File: src/rtl/jtag_pkg.sv
// Shared definitions for the JTAG TAP controller: state encoding, default
// opcodes and the instruction decode used to pick the active data register.
package jtag_pkg;

    // Encoding follows the IEEE 1149.1 recommended state assignment
    typedef enum logic [3:0] {
        TLR   = 4'hF,
        RTI   = 4'hC,
        SelDR = 4'h7,
        CapDR = 4'h6,
        ShDR  = 4'h2,
        Ex1DR = 4'h1,
        PauDR = 4'h3,
        Ex2DR = 4'h0,
        UpdDR = 4'h5,
        SelIR = 4'h4,
        CapIR = 4'hE,
        ShIR  = 4'hA,
        Ex1IR = 4'h9,
        PauIR = 4'hB,
        Ex2IR = 4'h8,
        UpdIR = 4'hD
    } tapState_e;

    typedef enum logic [1:0] {
        SEL_BYPASS,
        SEL_IDCODE,
        SEL_BOUNDARY
    } drSel_e;

    localparam int          IR_MAX_WIDTH         = 16;
    localparam logic [3:0]  DEFAULT_EXTEST       = 4'b0000;
    localparam logic [3:0]  DEFAULT_SAMPLE       = 4'b0001;
    localparam logic [3:0]  DEFAULT_IDCODE_OP    = 4'b0010;
    localparam logic [3:0]  DEFAULT_BYPASS       = 4'b1111;
    localparam logic [31:0] DEFAULT_IDCODE_VALUE = 32'h1000_0A5B;

    // Operands are zero-extended so one function serves any IR width up to IR_MAX_WIDTH
    function automatic drSel_e decodeIr(
        input logic [IR_MAX_WIDTH-1:0] ir,
        input logic [IR_MAX_WIDTH-1:0] extestOp,
        input logic [IR_MAX_WIDTH-1:0] sampleOp,
        input logic [IR_MAX_WIDTH-1:0] idcodeOp,
        input logic [IR_MAX_WIDTH-1:0] bypassOp
    );
        if (ir == bypassOp) return SEL_BYPASS;
        if (ir == extestOp || ir == sampleOp) return SEL_BOUNDARY;
        if (ir == idcodeOp) return SEL_IDCODE;
        return SEL_BYPASS;
    endfunction

endpackage

File: src/rtl/jtag_if.sv
// TAP-side pins and boundary-scan control strobes bundled as one interface.
interface jtag_if;
    import jtag_pkg::*;

    logic      TMS;
    logic      TDI;
    logic      TDO;
    logic      TDO_en;
    logic      BSChainIn;
    logic      CaptureDR;
    logic      ShiftDR;
    logic      UpdateDR;
    logic      sample_preload;
    logic      extest;
    tapState_e TapState;

    modport slave (
        input  TMS, TDI, BSChainIn,
        output TDO, TDO_en, CaptureDR, ShiftDR, UpdateDR,
               sample_preload, extest, TapState
    );

    modport master (
        output TMS, TDI, BSChainIn,
        input  TDO, TDO_en, CaptureDR, ShiftDR, UpdateDR,
               sample_preload, extest, TapState
    );

endinterface

File: src/rtl/jtag_tap_fsm.sv
// 16-state TAP state machine: state register plus next-state decode on TMS.
module jtag_tap_fsm
    import jtag_pkg::*;
(
    input  logic      TCK,
    input  logic      TRST,
    input  logic      TMS,
    output tapState_e state
);

    tapState_e nextState;

    always_ff @(posedge TCK) begin
        if (TRST) state <= TLR;
        else      state <= nextState;
    end

    always_comb begin
        nextState = state;
        case (state)
            TLR:   nextState = TMS ? TLR   : RTI;
            RTI:   nextState = TMS ? SelDR : RTI;
            SelDR: nextState = TMS ? SelIR : CapDR;
            CapDR: nextState = TMS ? Ex1DR : ShDR;
            ShDR:  nextState = TMS ? Ex1DR : ShDR;
            Ex1DR: nextState = TMS ? UpdDR : PauDR;
            PauDR: nextState = TMS ? Ex2DR : PauDR;
            Ex2DR: nextState = TMS ? UpdDR : ShDR;
            UpdDR: nextState = TMS ? SelDR : RTI;
            SelIR: nextState = TMS ? TLR   : CapIR;
            CapIR: nextState = TMS ? Ex1IR : ShIR;
            ShIR:  nextState = TMS ? Ex1IR : ShIR;
            Ex1IR: nextState = TMS ? UpdIR : PauIR;
            PauIR: nextState = TMS ? Ex2IR : PauIR;
            Ex2IR: nextState = TMS ? UpdIR : ShIR;
            UpdIR: nextState = TMS ? SelDR : RTI;
        endcase
    end

endmodule

File: src/rtl/jtag_tap_controller.sv
// TAP controller: instruction register, BYPASS/IDCODE registers, boundary-scan
// strobes and the negedge-registered TDO mux around the TAP state machine.
module jtag_tap_controller
    import jtag_pkg::*;
#(
    parameter int                     IR_WIDTH             = 4,
    parameter logic [31:0]            IDCODE_VALUE         = DEFAULT_IDCODE_VALUE,
    parameter logic [IR_WIDTH-1:0]    INSTR_EXTEST         = IR_WIDTH'(DEFAULT_EXTEST),
    parameter logic [IR_WIDTH-1:0]    INSTR_SAMPLE_PRELOAD = IR_WIDTH'(DEFAULT_SAMPLE),
    parameter logic [IR_WIDTH-1:0]    INSTR_IDCODE         = IR_WIDTH'(DEFAULT_IDCODE_OP),
    parameter logic [IR_WIDTH-1:0]    INSTR_BYPASS         = IR_WIDTH'(DEFAULT_BYPASS)
)
(
    input  logic   TCK,
    input  logic   TRST,
    jtag_if.slave  jtag
);

    tapState_e           state;
    logic [IR_WIDTH-1:0] irShift;
    logic [IR_WIDTH-1:0] irReg;
    logic [IR_WIDTH-1:0] activeIr;
    logic                bypassReg;
    logic [31:0]         idcodeReg;
    drSel_e              drSel;
    logic                boundarySel;
    logic                drBit;

    jtag_tap_fsm fsmInst (
        .TCK   (TCK),
        .TRST  (TRST),
        .TMS   (jtag.TMS),
        .state (state)
    );

    // TLR overrides the held instruction immediately, so reset takes effect at the posedge
    assign activeIr    = (state == TLR) ? INSTR_IDCODE : irReg;
    assign drSel       = decodeIr(IR_MAX_WIDTH'(activeIr), IR_MAX_WIDTH'(INSTR_EXTEST),
                                  IR_MAX_WIDTH'(INSTR_SAMPLE_PRELOAD), IR_MAX_WIDTH'(INSTR_IDCODE),
                                  IR_MAX_WIDTH'(INSTR_BYPASS));
    assign boundarySel = (drSel == SEL_BOUNDARY);

    assign jtag.CaptureDR      = boundarySel && (state == CapDR);
    assign jtag.ShiftDR        = boundarySel && (state == ShDR);
    assign jtag.UpdateDR       = boundarySel && (state == UpdDR);
    assign jtag.sample_preload = (activeIr == INSTR_SAMPLE_PRELOAD);
    assign jtag.extest         = (activeIr == INSTR_EXTEST);
    assign jtag.TapState       = state;

    always_ff @(posedge TCK) begin
        if (TRST) begin
            irShift <= '0;
        end else if (state == CapIR) begin
            irShift <= IR_WIDTH'(2'b01);
        end else if (state == ShIR) begin
            irShift <= {jtag.TDI, irShift[IR_WIDTH-1:1]};
        end
    end

    always_ff @(posedge TCK) begin
        if (TRST) begin
            bypassReg <= 1'b0;
            idcodeReg <= IDCODE_VALUE;
        end else begin
            if (drSel == SEL_BYPASS) begin
                if (state == CapDR)     bypassReg <= 1'b0;
                else if (state == ShDR) bypassReg <= jtag.TDI;
            end
            if (drSel == SEL_IDCODE) begin
                if (state == CapDR)     idcodeReg <= IDCODE_VALUE;
                else if (state == ShDR) idcodeReg <= {jtag.TDI, idcodeReg[31:1]};
            end
        end
    end

    always_ff @(negedge TCK) begin
        if (state == TLR)        irReg <= INSTR_IDCODE;
        else if (state == UpdIR) irReg <= irShift;
    end

    always_comb begin
        drBit = bypassReg;
        case (drSel)
            SEL_BOUNDARY: drBit = jtag.BSChainIn;
            SEL_IDCODE:   drBit = idcodeReg[0];
            default:      drBit = bypassReg;
        endcase
    end

    // TDO keeps its last value outside the shift states; only the enable drops
    always_ff @(negedge TCK) begin
        if (state == TLR) begin
            jtag.TDO    <= 1'b0;
            jtag.TDO_en <= 1'b0;
        end else if (state == ShIR) begin
            jtag.TDO    <= irShift[0];
            jtag.TDO_en <= 1'b1;
        end else if (state == ShDR) begin
            jtag.TDO    <= drBit;
            jtag.TDO_en <= 1'b1;
        end else begin
            jtag.TDO_en <= 1'b0;
        end
    end

endmodule

File: src/flat_wrapper.sv
// flat-port wrapper written by rule: the top's interface ports become plain ports
module jtag_tap_controller_flat import jtag_pkg::*;
#(
    parameter int                     IR_WIDTH             = 4,
    parameter logic [31:0]            IDCODE_VALUE         = DEFAULT_IDCODE_VALUE,
    parameter logic [IR_WIDTH-1:0]    INSTR_EXTEST         = IR_WIDTH'(DEFAULT_EXTEST),
    parameter logic [IR_WIDTH-1:0]    INSTR_SAMPLE_PRELOAD = IR_WIDTH'(DEFAULT_SAMPLE),
    parameter logic [IR_WIDTH-1:0]    INSTR_IDCODE         = IR_WIDTH'(DEFAULT_IDCODE_OP),
    parameter logic [IR_WIDTH-1:0]    INSTR_BYPASS         = IR_WIDTH'(DEFAULT_BYPASS)
)
  (TCK, TRST, jtag_TMS, jtag_TDI, jtag_BSChainIn, jtag_TDO, jtag_TDO_en, jtag_CaptureDR, jtag_ShiftDR, jtag_UpdateDR, jtag_sample_preload, jtag_extest, jtag_TapState);
  jtag_if jtag_i ();
  input  logic TCK;
  input  logic TRST;
  input wire logic [$bits(jtag_i.TMS)-1:0] jtag_TMS;
  input wire logic [$bits(jtag_i.TDI)-1:0] jtag_TDI;
  input wire logic [$bits(jtag_i.BSChainIn)-1:0] jtag_BSChainIn;
  output wire logic [$bits(jtag_i.TDO)-1:0] jtag_TDO;
  output wire logic [$bits(jtag_i.TDO_en)-1:0] jtag_TDO_en;
  output wire logic [$bits(jtag_i.CaptureDR)-1:0] jtag_CaptureDR;
  output wire logic [$bits(jtag_i.ShiftDR)-1:0] jtag_ShiftDR;
  output wire logic [$bits(jtag_i.UpdateDR)-1:0] jtag_UpdateDR;
  output wire logic [$bits(jtag_i.sample_preload)-1:0] jtag_sample_preload;
  output wire logic [$bits(jtag_i.extest)-1:0] jtag_extest;
  output wire logic [$bits(jtag_i.TapState)-1:0] jtag_TapState;
  assign jtag_i.TMS = jtag_TMS;
  assign jtag_i.TDI = jtag_TDI;
  assign jtag_i.BSChainIn = jtag_BSChainIn;
  assign jtag_TDO = jtag_i.TDO;
  assign jtag_TDO_en = jtag_i.TDO_en;
  assign jtag_CaptureDR = jtag_i.CaptureDR;
  assign jtag_ShiftDR = jtag_i.ShiftDR;
  assign jtag_UpdateDR = jtag_i.UpdateDR;
  assign jtag_sample_preload = jtag_i.sample_preload;
  assign jtag_extest = jtag_i.extest;
  assign jtag_TapState = jtag_i.TapState;
  jtag_tap_controller #(.IR_WIDTH(IR_WIDTH), .IDCODE_VALUE(IDCODE_VALUE), .INSTR_EXTEST(INSTR_EXTEST), .INSTR_SAMPLE_PRELOAD(INSTR_SAMPLE_PRELOAD), .INSTR_IDCODE(INSTR_IDCODE), .INSTR_BYPASS(INSTR_BYPASS)) u_core (.TCK(TCK), .TRST(TRST), .jtag(jtag_i));
endmodule
File: config.mk
export PLATFORM = sky130hd
export DESIGN_NAME = jtag_tap_controller_flat
export DESIGN_NICKNAME = d
export VERILOG_FILES = /design/src/rtl/jtag_pkg.sv /design/src/rtl/jtag_if.sv /design/src/rtl/jtag_tap_fsm.sv /design/src/rtl/jtag_tap_controller.sv /design/src/flat_wrapper.sv
export SDC_FILE = /design/constraint.sdc
export NUM_CORES = 1
export LEC_CHECK = 0
export ABC_AREA = 1
export CORE_UTILIZATION = 60
export CTS_CLUSTER_DIAMETER = 30
export CTS_CLUSTER_SIZE = 20
export DETAILED_ROUTE_END_ITERATION = 10
export GPL_TIMING_DRIVEN = 0
export PLACE_DENSITY = 0.89
export SLEW_MARGIN = 20
export SYNTH_ARGS = -nofsm -noshare
export SYNTH_HDL_FRONTEND = slang
export SYNTH_SLANG_ARGS = --single-unit
File: constraint.sdc
create_clock -name TCK -period 2.8 [get_ports TCK]
set_input_delay 0.42 -clock TCK [delete_from_list [all_inputs] [get_ports TCK]]
set_output_delay 0.42 -clock TCK [all_outputs]
set_load 0.02 [all_outputs]
Word-level counts from Yosys, hierarchy flattened

Cells that the tools add are included.

Reduce and logical (&&, ||, !) cells: 16
Muxes and demuxes: 37
Equality and inequality tests: 20

Operators by type and width:

| operator           | count |
|---|---|
| $mux 32            | 2 |
| $pmux 4 s12        | 1 |
| $eq 4x4->1 const B | 9 |
| $mux 2             | 12 |
| $eq 4x3->1 const B | 4 |
| $mux 1             | 15 |
| $eq 4x2->1 const B | 3 |
| $mux 3             | 4 |
| $eq 4x1->1 const B | 2 |
| $logic_not 4->1    | 2 |
| $mux 4             | 2 |
| $reduce_bool 2->1  | 3 |
| $reduce_or 2->1    | 3 |
| $reduce_and 2->1   | 2 |
| $logic_and 1x1->1  | 3 |
| $reduce_or 3->1    | 1 |
| $eq 2x1->1 const B | 1 |
| $eq 2x2->1 const B | 1 |
| $logic_not 2->1    | 1 |
| $pmux 1 s2         | 1 |
| $logic_or 1x1->1   | 1 |

Output and inout bits: 11
Bits in registers: 47
Logic and storage cells: 81
Input port bits: 5

Longest topological paths before layout

Gate-level depths: netlist (run 1).

Depth after elaboration: 15
Mapped depth: 14

Hierarchy

Synthesis (run 1) repeated with hierarchy kept, for this count alone.

Cells, all modules: 286
Area, all modules: 2,109.5 µm²

Modules (own cells, without submodules):

| module              | cells each | area an instance (µm²) | times used |
|---|---|---|---|
| jtag_tap_controller | 235        | 1,793.0                | 1 |
| jtag_tap_fsm        | 51         | 316.6                  | 1 |

==> run summary, run 1 <==
fin. max-slew vios = 0
DRC errors left = 0
Req. time, crit path = 2380 ps
startpoint types = register
initial antenna violation count = 0
Synth-to-Final Area Change = 30.1%
Seq/Total Area, Yosys = 44.8%
placed cell areas = 2410 µm²
RSZ-0062 raised after global routing = true
Max Clock Skew = 70.5 ps
DP HPWL = 3.17 mm
routing usage on met3 = 6.51%
Routed WL = 5.62 mm
hold path depth = 2
CP Class = reg2out
HP Start = TRST
Die Y = 61.2 µm
first-pass GRT wire length = 7.94 mm
Critical R2R Capture = u_core.jtag.TDO
routed len/inst = 14.5 µm
actual slew at the worst max-slew pin = 466 ps
Syn Nets = 306
met1 global-route usage = 33.1%
CTS root buf = clkbuf_4
Max VDD drop = 0.000477 V
Post-Syn Area = 2100 µm²
endpoint class of the critical path = output port
cell area after layout = 2730 µm²
initial core utilization = 62.9%
Crit Reg-Reg Startpoint = u_core.fsmInst.state[3]
Fin. Hold Viols = 0
WP data arrival = 3170 ps
Tot GR Track Use = 29.2%
leakage power total = 1.18 nW
depth of the CTS H-tree = 2
CTS tree = done
setup slack, reg-to-reg = -490 ps
total power = 0.00266 W
core area = 3340 µm²
Worst Reg-to-Reg Cells = 15
standard-cell rows = 21
outcome = finished, violations left
Max Cap Viol = 0
DP Worst Slack = -824 ps
fill count = 212
Mapped Cells = 298
vias in the first global route = 1844
warnings from Yosys = 0
NumNets Final = 347
Clock Tree Buf Depth = 2
antenna diode count = 0
layout cells sized above 1 = 22.6%
Worst slew margin = 68.9%
first-iteration detailed-routing DRC count = 161
Yosys reg bits = 47
clk sink count = 47
CTS buffer count = 5
CTS clk-pin slew, worst paths = 130 ps
die footprint = 3740 µm²
Post-DRT Antenna Nets = 0
router iterations before antenna repair = 4
total number of vias = 2077
Synth cell types = 24
Clk Latency, worst-skew pair = 430 ps
pin count of the biggest net entering global routing = 15
vias per inst = 5.38
Min-Delay Path Class = in2reg
I/O Buffers = 14
CTS hold repair buffers = 0
Hold Crit Endpoint = u_core.idcodeReg[29]
PnR worst setup slack = -788 ps
failing checks = negative setup slack
grt ovf = 0
routing usage on met2 = 51.9%
Die W = 61.2 µm
setup violators final = 39
GPL Wtd Cong = 0.924
syn_area_per_cell = 7.05 µm²
worst-path fanout max = 3
I/O pin count = 16
grt peak-use layer = met2
Power Density = 973 nW/µm²
cells in the final DEF (no fill, tap or decap), drive strengths merged:
master / netlist / final
o21ai: 45 / 45
nand2: 47 / 47
nand3: 5 / 5
ha: 3 / 3
a31oi: 1 / 1
buf: 8 / 29
nor4: 1 / 1
o211ai: 5 / 5
clkinvlp: 0 / 1
inv: 44 / 49
bufbuf: 0 / 1
nor2: 49 / 49
dfxtp: 47 / 47
nor3: 4 / 4
a21oi: 29 / 29
clkdlybuf4s50: 0 / 7
nand4: 2 / 2
a21boi: 1 / 1
clkbuf: 7 / 14
per-layer routing:
layer  up-vias  share of wire [%]
met2        62                 50
met3        18                5.1
met1       968                 40
li1       1029                  -
met5         -                  0
met4         0                4.3
where the power goes:
| part | switching (W) | leakage [nW] | internal, W |
|---|---|---|---|
| logic | 0.000830 | 0.739 | 0.000566 |
| clock network | 0.000249 | 0.0575 | 0.000111 |
| registers | 0.0000907 | 0.383 | 0.000813 |
cells in the mapped netlist:
master    count  area share, %
nor4_1        1           0.30
inv_1        42            7.5
nor2_1       46            8.2
o21ai_1       3           0.71
nand2_2       3           0.89
a21boi_0      1           0.36
clkbuf_1      6            1.1
a21oi_1      29            6.9
nor3_1        3           0.71
nor3_2        1           0.48
buf_2         6            1.4
nor2_2        1           0.30
dfxtp_1      47             45
nand4_1       2           0.60
nand2_1      44            7.9
o21ai_0      42             10
clkbuf_2      1           0.24
o211ai_1      5            1.8
buf_6         2            1.1
inv_2         2           0.36
ha_1          3            1.8
nor2_4        2            1.1
a31oi_1       1           0.30
nand3_1       5            1.2
cells by family (layout without fill, tap and decap cells):
| kind of cell | after synthesis | in the layout | share of synthesized area, % |
|---|---|---|---|
| fa+ha+maj | 3 | 3 | 1.79 |
| flops | 47 | 47 | 44.8 |
| buf+inv | 59 | 101 | 11.7 |
| simple gates | 108 | 108 | 21.6 |
| compound gates | 81 | 81 | 20.1 |
cell type report:
| cell class | count | area (µm²) | area share (%) |
|---|---|---|---|
| Clock buffer | 7 | 45.0 | 1.65 |
| Timing Repair Buffer | 29 | 289 | 10.6 |
| Buffer | 15 | 128 | 4.67 |
| Multi-Input combinational cell | 192 | 1060 | 38.8 |
| Sequential cell | 47 | 955 | 35.0 |
| Inverter | 43 | 166 | 6.09 |
| Tap cell | 46 | 57.6 | 2.11 |
| Clock inverter | 7 | 30.0 | 1.10 |
worst max-delay path, cell delays in order, from the launching register on:
cell,delay [ps]
dfxtp_1,410
inv_2,90
a31oi_4,220
ha_4,200
inv_6,50
nor4_4,180
buf_4,200
worst max-delay path by stage:
stage	slack, ps	cells past startpoint	end	start
floorplan	-260	13	u_core.jtag.TDO	u_core.fsmInst.state[3]
global placement	-810	7	jtag_ShiftDR	u_core.irReg[2]
detailed placement	-820	7	jtag_ShiftDR	u_core.irReg[2]
CTS	-690	7	jtag_ShiftDR	u_core.irReg[3]
global route	-840	7	jtag_ShiftDR	u_core.irReg[2]
finish	-790	6	jtag_ShiftDR	u_core.irReg[0]
flip-flops by register name, summed over array words and instances (netlist names):
register and cells:
u_core.jtag.TDO 1, u_core.idcodeReg 32, u_core.bypassReg 1, u_core.irShift 4, u_core.fsmInst.state 4, u_core.irReg 4
u_core.jtag.TDO_en 1
per-stage QoR:
step	util [%]	setup TNS, ps	hold WS [ps]	instances
after floorplan	-	-657	428	298
after global placement	72.1	-6120	437	358
after detailed placement	72.1	-7040	447	358
after global routing	81.9	-17040	347	386
after CTS	79.5	-9420	341	381
final	81.9	-14770	361	386
timing repair:
action                                  in CTS  in global routing
cloned                                       4                  1
gates resized for setup                     73                 16
buffers inserted                             6                  4
hold endpoints to repair                     0                  0
pin swaps                                    7                  6
endpoints found under the setup margin      40                 39
Power figures use the tool's default switching activity.
==> run 2, diff against run 1 <==
REMOVE_ABC_BUFFERS = 1   (was unset)
==> run summary, run 2 (synthesis results as in run 1) <==
outcome = finished, violations left
failing checks = negative setup slack
Power Density = 1120 nW/µm²
Slowest cell on crit path = dfxtp_2
setup slack, reg-to-reg = -620 ps
RSZ-0062 raised after global routing = true
Crit Reg-Reg Startpoint = u_core.irReg[2]
Max VDD drop = 0.000652 V
NumNets Final = 348
sequential cell area = 960 µm²
antenna diode count = 0
first-pass GRT wire length = 9.22 mm
startpoint types = register
Non-Filler Instances = 386
initial core utilization = 62.9%
I/O Buffers = 15
router iterations before antenna repair = 5
CTS tree = done
I/O pin count = 16
pin count of the biggest net entering global routing = 30
clk sink count = 47
Clock Tree Buf Depth = 2
Clk Latency, worst-skew pair = 450 ps
Fin. Hold Viols = 0
Post-Place Cells = 344
Critical R2R Capture = u_core.idcodeReg[6]
Critical Path, Cell by Cell = nor2_4 > inv_2 > nor2_4 > ha_4 > inv_4 > nor3_2 > buf_4
standard-cell rows = 21
WP data arrival = 3200 ps
CP Class = reg2out
register with the most flip-flops = u_core.idcodeReg
vias in the first global route = 2042
worst-path fanout max = 3
vias per inst = 6.14
Req. time, crit path = 2380 ps
CTS root buf = clkbuf_4
GPL Wtd Cong = 0.878
total number of vias = 2370
CTS buffer count = 5
leakage power total = 1.19 nW
die footprint = 3740 µm²
HP Start = u_core.idcodeReg[20]
multi-input logic area = 1370 µm²
Die Y = 61.2 µm
fin. max-slew vios = 0
slowest stage delay, CP = 360 ps
Max Cap Viol = 0
hold path depth = 2
layout cells sized above 1 = 37.1%
fin util = 89.5%
Min-Delay Path Class = reg2reg
Critical Path Most Common Cell = nor2_4
DP HPWL = 2.69 mm
depth of the CTS H-tree = 2
Die W = 61.2 µm
grt ovf = 0
Synth-to-Final Area Change = 42.2%
Hold Crit Endpoint = u_core.idcodeReg[20]
PnR worst setup slack = -824 ps
max reg flops = 32
endpoint class of the critical path = output port
core area = 3340 µm²
Max Clock Skew = 91.5 ps
leading cell types in the layout, fill and taps excluded = nor2_1, dfxtp_1, inv_1
Post-DRT Antenna Nets = 0
first-iteration detailed-routing DRC count = 472
routed len/inst = 19.7 µm
setup violators final = 39
Tot GR Track Use = 34.0%
DRC errors left = 0
Worst Reg-to-Reg Cells = 10
Routed WL = 7.61 mm
Worst slew margin = 14.5%
initial antenna violation count = 0
actual slew at the worst max-slew pin = 1280 ps
CTS clk-pin slew, worst paths = 130 ps
fill count = 153
run 2: cell count changes in the layout (fill, tap and decap cells not counted), moves of 5 or more:
cell      before  now
o21ai_2        2   14
inv_4          0    5
buf_6         14    5
clkbuf_1       7    0
buf_4         10   20
o21ai_0       28   15
a21oi_2        1   18
a21oi_1       28   10
run 2: power by group:
part           switching (W)  total, W  internal, W
clock               0.000249  0.000442     0.000193
combinational        0.00121   0.00197     0.000760
sequential          0.000114  0.000933     0.000820
run 2: worst max-delay path by stage:
stage,start,end,slack [ps],cells after the start
after floorplan,u_core.fsmInst.state[2],u_core.jtag.TDO,-880,13
after global placement,u_core.fsmInst.state[2],u_core.jtag.TDO,-1360,13
after detailed placement,u_core.fsmInst.state[2],u_core.jtag.TDO,-1410,13
after CTS,u_core.irReg[3],jtag_CaptureDR,-610,7
after global routing,u_core.irReg[0],jtag_CaptureDR,-920,6
final,u_core.irReg[2],jtag_CaptureDR,-820,7
run 2: final cells by class:
class                           instances  share of cell area [%]
Clock buffer                            5                    1.26
Clock inverter                          8                    1.93
Inverter                               43                    5.95
Multi-Input combinational cell        200                    45.9
Sequential cell                        47                    32.1
Tap cell                               46                    1.93
Timing Repair Buffer                   37                    10.9
run 2: metal layers:
metal,GRT usage (%),routed length (µm)
met1,40.1,2540
met3,10.1,667
met4,20.8,623
met5,0,0
met2,54.7,3780
run 2: worst max-delay path: cells and delay by family, from the launching register on:
| family | cells | cell delay, ps |
|---|---|---|
| adders and majority gates | 1 | 160 |
| buffers and inverters | 3 | 320 |
| DFF | 1 | 360 |
| and+or+nand+nor | 3 | 540 |
run 2: per-stage QoR:
stage | hold WS (ps) | power, W | area (µm²) | TNS (ps) | setup slack [ps]
global route | 495 | 0.00353 | 2990 | -24860 | -919
floorplan | 421 | 0.00152 | 2020 | -7360 | -885
CTS | 465 | 0.00264 | 2600 | -9550 | -606
detailed placement | 444 | 0.00176 | 2230 | -23170 | -1410
global placement | 433 | 0.00173 | 2230 | -19570 | -1360
finish | 478 | 0.00335 | 2990 | -20210 | -824
run 2: timing repair:
action,CTS,global route
hold buffers,0,0
buffers inserted,11,13
hold endpoints to repair,0,0
pin swaps,12,36
gates cloned,5,3
resized for setup,101,78
endpoints found under the setup margin,46,43
==> run 3, diff against run 2 <==
CORE_UTILIZATION = 57   (was 60)
PLACE_DENSITY = 0.85   (was 0.89)
clock period = 4.15 ns   (was 2.8 ns; I/O delays follow)
==> run summary, run 3 (synthesis results as in run 1) <==
outcome = finished, violations left
failing checks = negative setup slack
fin. max-slew vios = 0
placed cell areas = 2230 µm²
setup violators final = 2
standard-cell rows = 21
max reg flops = 32
Fin. Hold Viols = 0
power share of the clock group = 21.6%
clk sink count = 47
Min-Delay Path Class = reg2reg
RSZ-0062 raised after global routing = true
slowest stage delay, CP = 330 ps
endpoint class of the critical path = output port
sw frac = 41.4%
die footprint = 3930 µm²
Non-Filler Instances = 361
core area = 3440 µm²
Clk Latency, worst-skew pair = 370 ps
Die Y = 62.7 µm
Max VDD drop = 0.000384 V
cell area after layout = 2470 µm²
vias per inst = 5.26
Sequential Power Share = 38.3%
CTS tree = done
Max Clock Skew = 76.5 ps
leakage power total = 1.03 nW
Logic pwr share = 40.1%
CTS root buf = clkbuf_8
multi-input logic area = 992 µm²
CTS buffer count = 5
Die W = 62.7 µm
Routed WL = 4.66 mm
CP Class = reg2out
worst path buffer plus inverter count = 3
router iterations before antenna repair = 4
cell-internal power = 0.000972 W
setup TNS = -107 ps
Post-DRT Antenna Nets = 0
pin count of the biggest net entering global routing = 42
first-pass GRT wire length = 7.81 mm
Clock Tree Buf Depth = 2
leading cell types in the layout, fill and taps excluded = nor2_1, nand2_1, inv_1
startpoint types = register
initial antenna violation count = 0
WP data arrival = 3600 ps
register with the most flip-flops = u_core.idcodeReg
PnR worst setup slack = -67.9 ps
Critical Path, Cell by Cell = nor2_4 > inv_2 > nor2_4 > ha_4 > inv_4 > nor4_4 > buf_4
worst hold slack = 458 ps
initial core utilization = 61.0%
Power Density = 672 nW/µm²
Max Cap Viol = 0
Worst slew margin = 53.6%
Tot GR Track Use = 25.6%
first-iteration detailed-routing DRC count = 160
CP delay by family, top = simple AND/OR/NAND/NOR gates
I/O Buffers = 15
DP HPWL = 2.75 mm
Req. time, crit path = 3530 ps
antenna diode count = 0
Critical Path Most Common Cell = nor2_4
CTS hold repair buffers = 0
vias in the first global route = 1814
depth of the CTS H-tree = 2
total number of vias = 1899
routed len/inst = 12.9 µm
grt ovf = 0
I/O pin count = 16
DRC errors left = 0
Synth-to-Final Area Change = 17.5%
Slowest cell on crit path = dfxtp_2
GPL Wtd Cong = 0.957
NumNets Final = 322
layout cells sized above 1 = 14.0%
fill count = 279
sequential cell area = 952 µm²
CTS clk-pin slew, worst paths = 90 ps
Post-Place Cells = 344
worst-path fanout max = 3
NetSw = 0.000685 W
actual slew at the worst max-slew pin = 695 ps
[run 3: through the flow]
| step | utilization [%] | power (W) | setup WS [ps] |
|---|---|---|---|
| floorplan | - | 0.00102 | -210 |
| global placement | 64.7 | 0.00117 | -752 |
| detailed placement | 64.7 | 0.00119 | -470 |
| CTS | 70.8 | 0.00162 | -74.0 |
| global route | 71.7 | 0.00177 | -162 |
| finish | 71.7 | 0.00166 | -67.9 |
[run 3: final timing paths]
path                      startpoint                    to  slack (ps)  cells past startpoint
max                  u_core.irReg[3]          jtag_ShiftDR         -70                      7
max reg2reg  u_core.fsmInst.state[3]       u_core.jtag.TDO          20                     13
min             u_core.idcodeReg[25]  u_core.idcodeReg[25]         460                      2
min reg2reg     u_core.idcodeReg[25]  u_core.idcodeReg[25]         460                      2
[run 3: power by group through the flow]
stage	clock network [W]	registers, W	logic (W)
2_1_floorplan	0.0000105	0.000644	0.000370
4_1_cts	0.000356	0.000636	0.000625
5_1_grt	0.000385	0.000645	0.000738
3_3_place_gp	0.0000105	0.000642	0.000518
3_5_place_dp	0.0000105	0.000645	0.000533
6_report	0.000358	0.000635	0.000664
[run 3: final cells by class]
type                       instances  area share, %
clock buffer                       6           2.94
clock inverter                     8           2.28
inverter                          43           6.64
multi-input combinational        192           40.2
sequential                        47           38.6
tap                               46           2.33
timing repair buffer              19           7.00
[run 3: tightest hold or removal path, cell delays in order (launching register included)]
cell	delay [ps]
dfxtp_1	300
inv_1	60
a21oi_1	50
[run 3: repair_timing]
| item | 4_1_cts | 5_1_grt |
|---|---|---|
| pin swaps | 5 | 2 |
| endpoints found under the setup margin | 6 | 15 |
| setup buffers | 3 | 1 |
| gates resized for setup | 50 | 6 |
[run 3: layer usage]
metal	routed length, µm	track usage, %	part of all wire (%)
met1	2060	30.3	44
met2	2310	43.5	50
met3	180	6.20	3.9
met4	106	11.6	2.3
met5	0	0	0
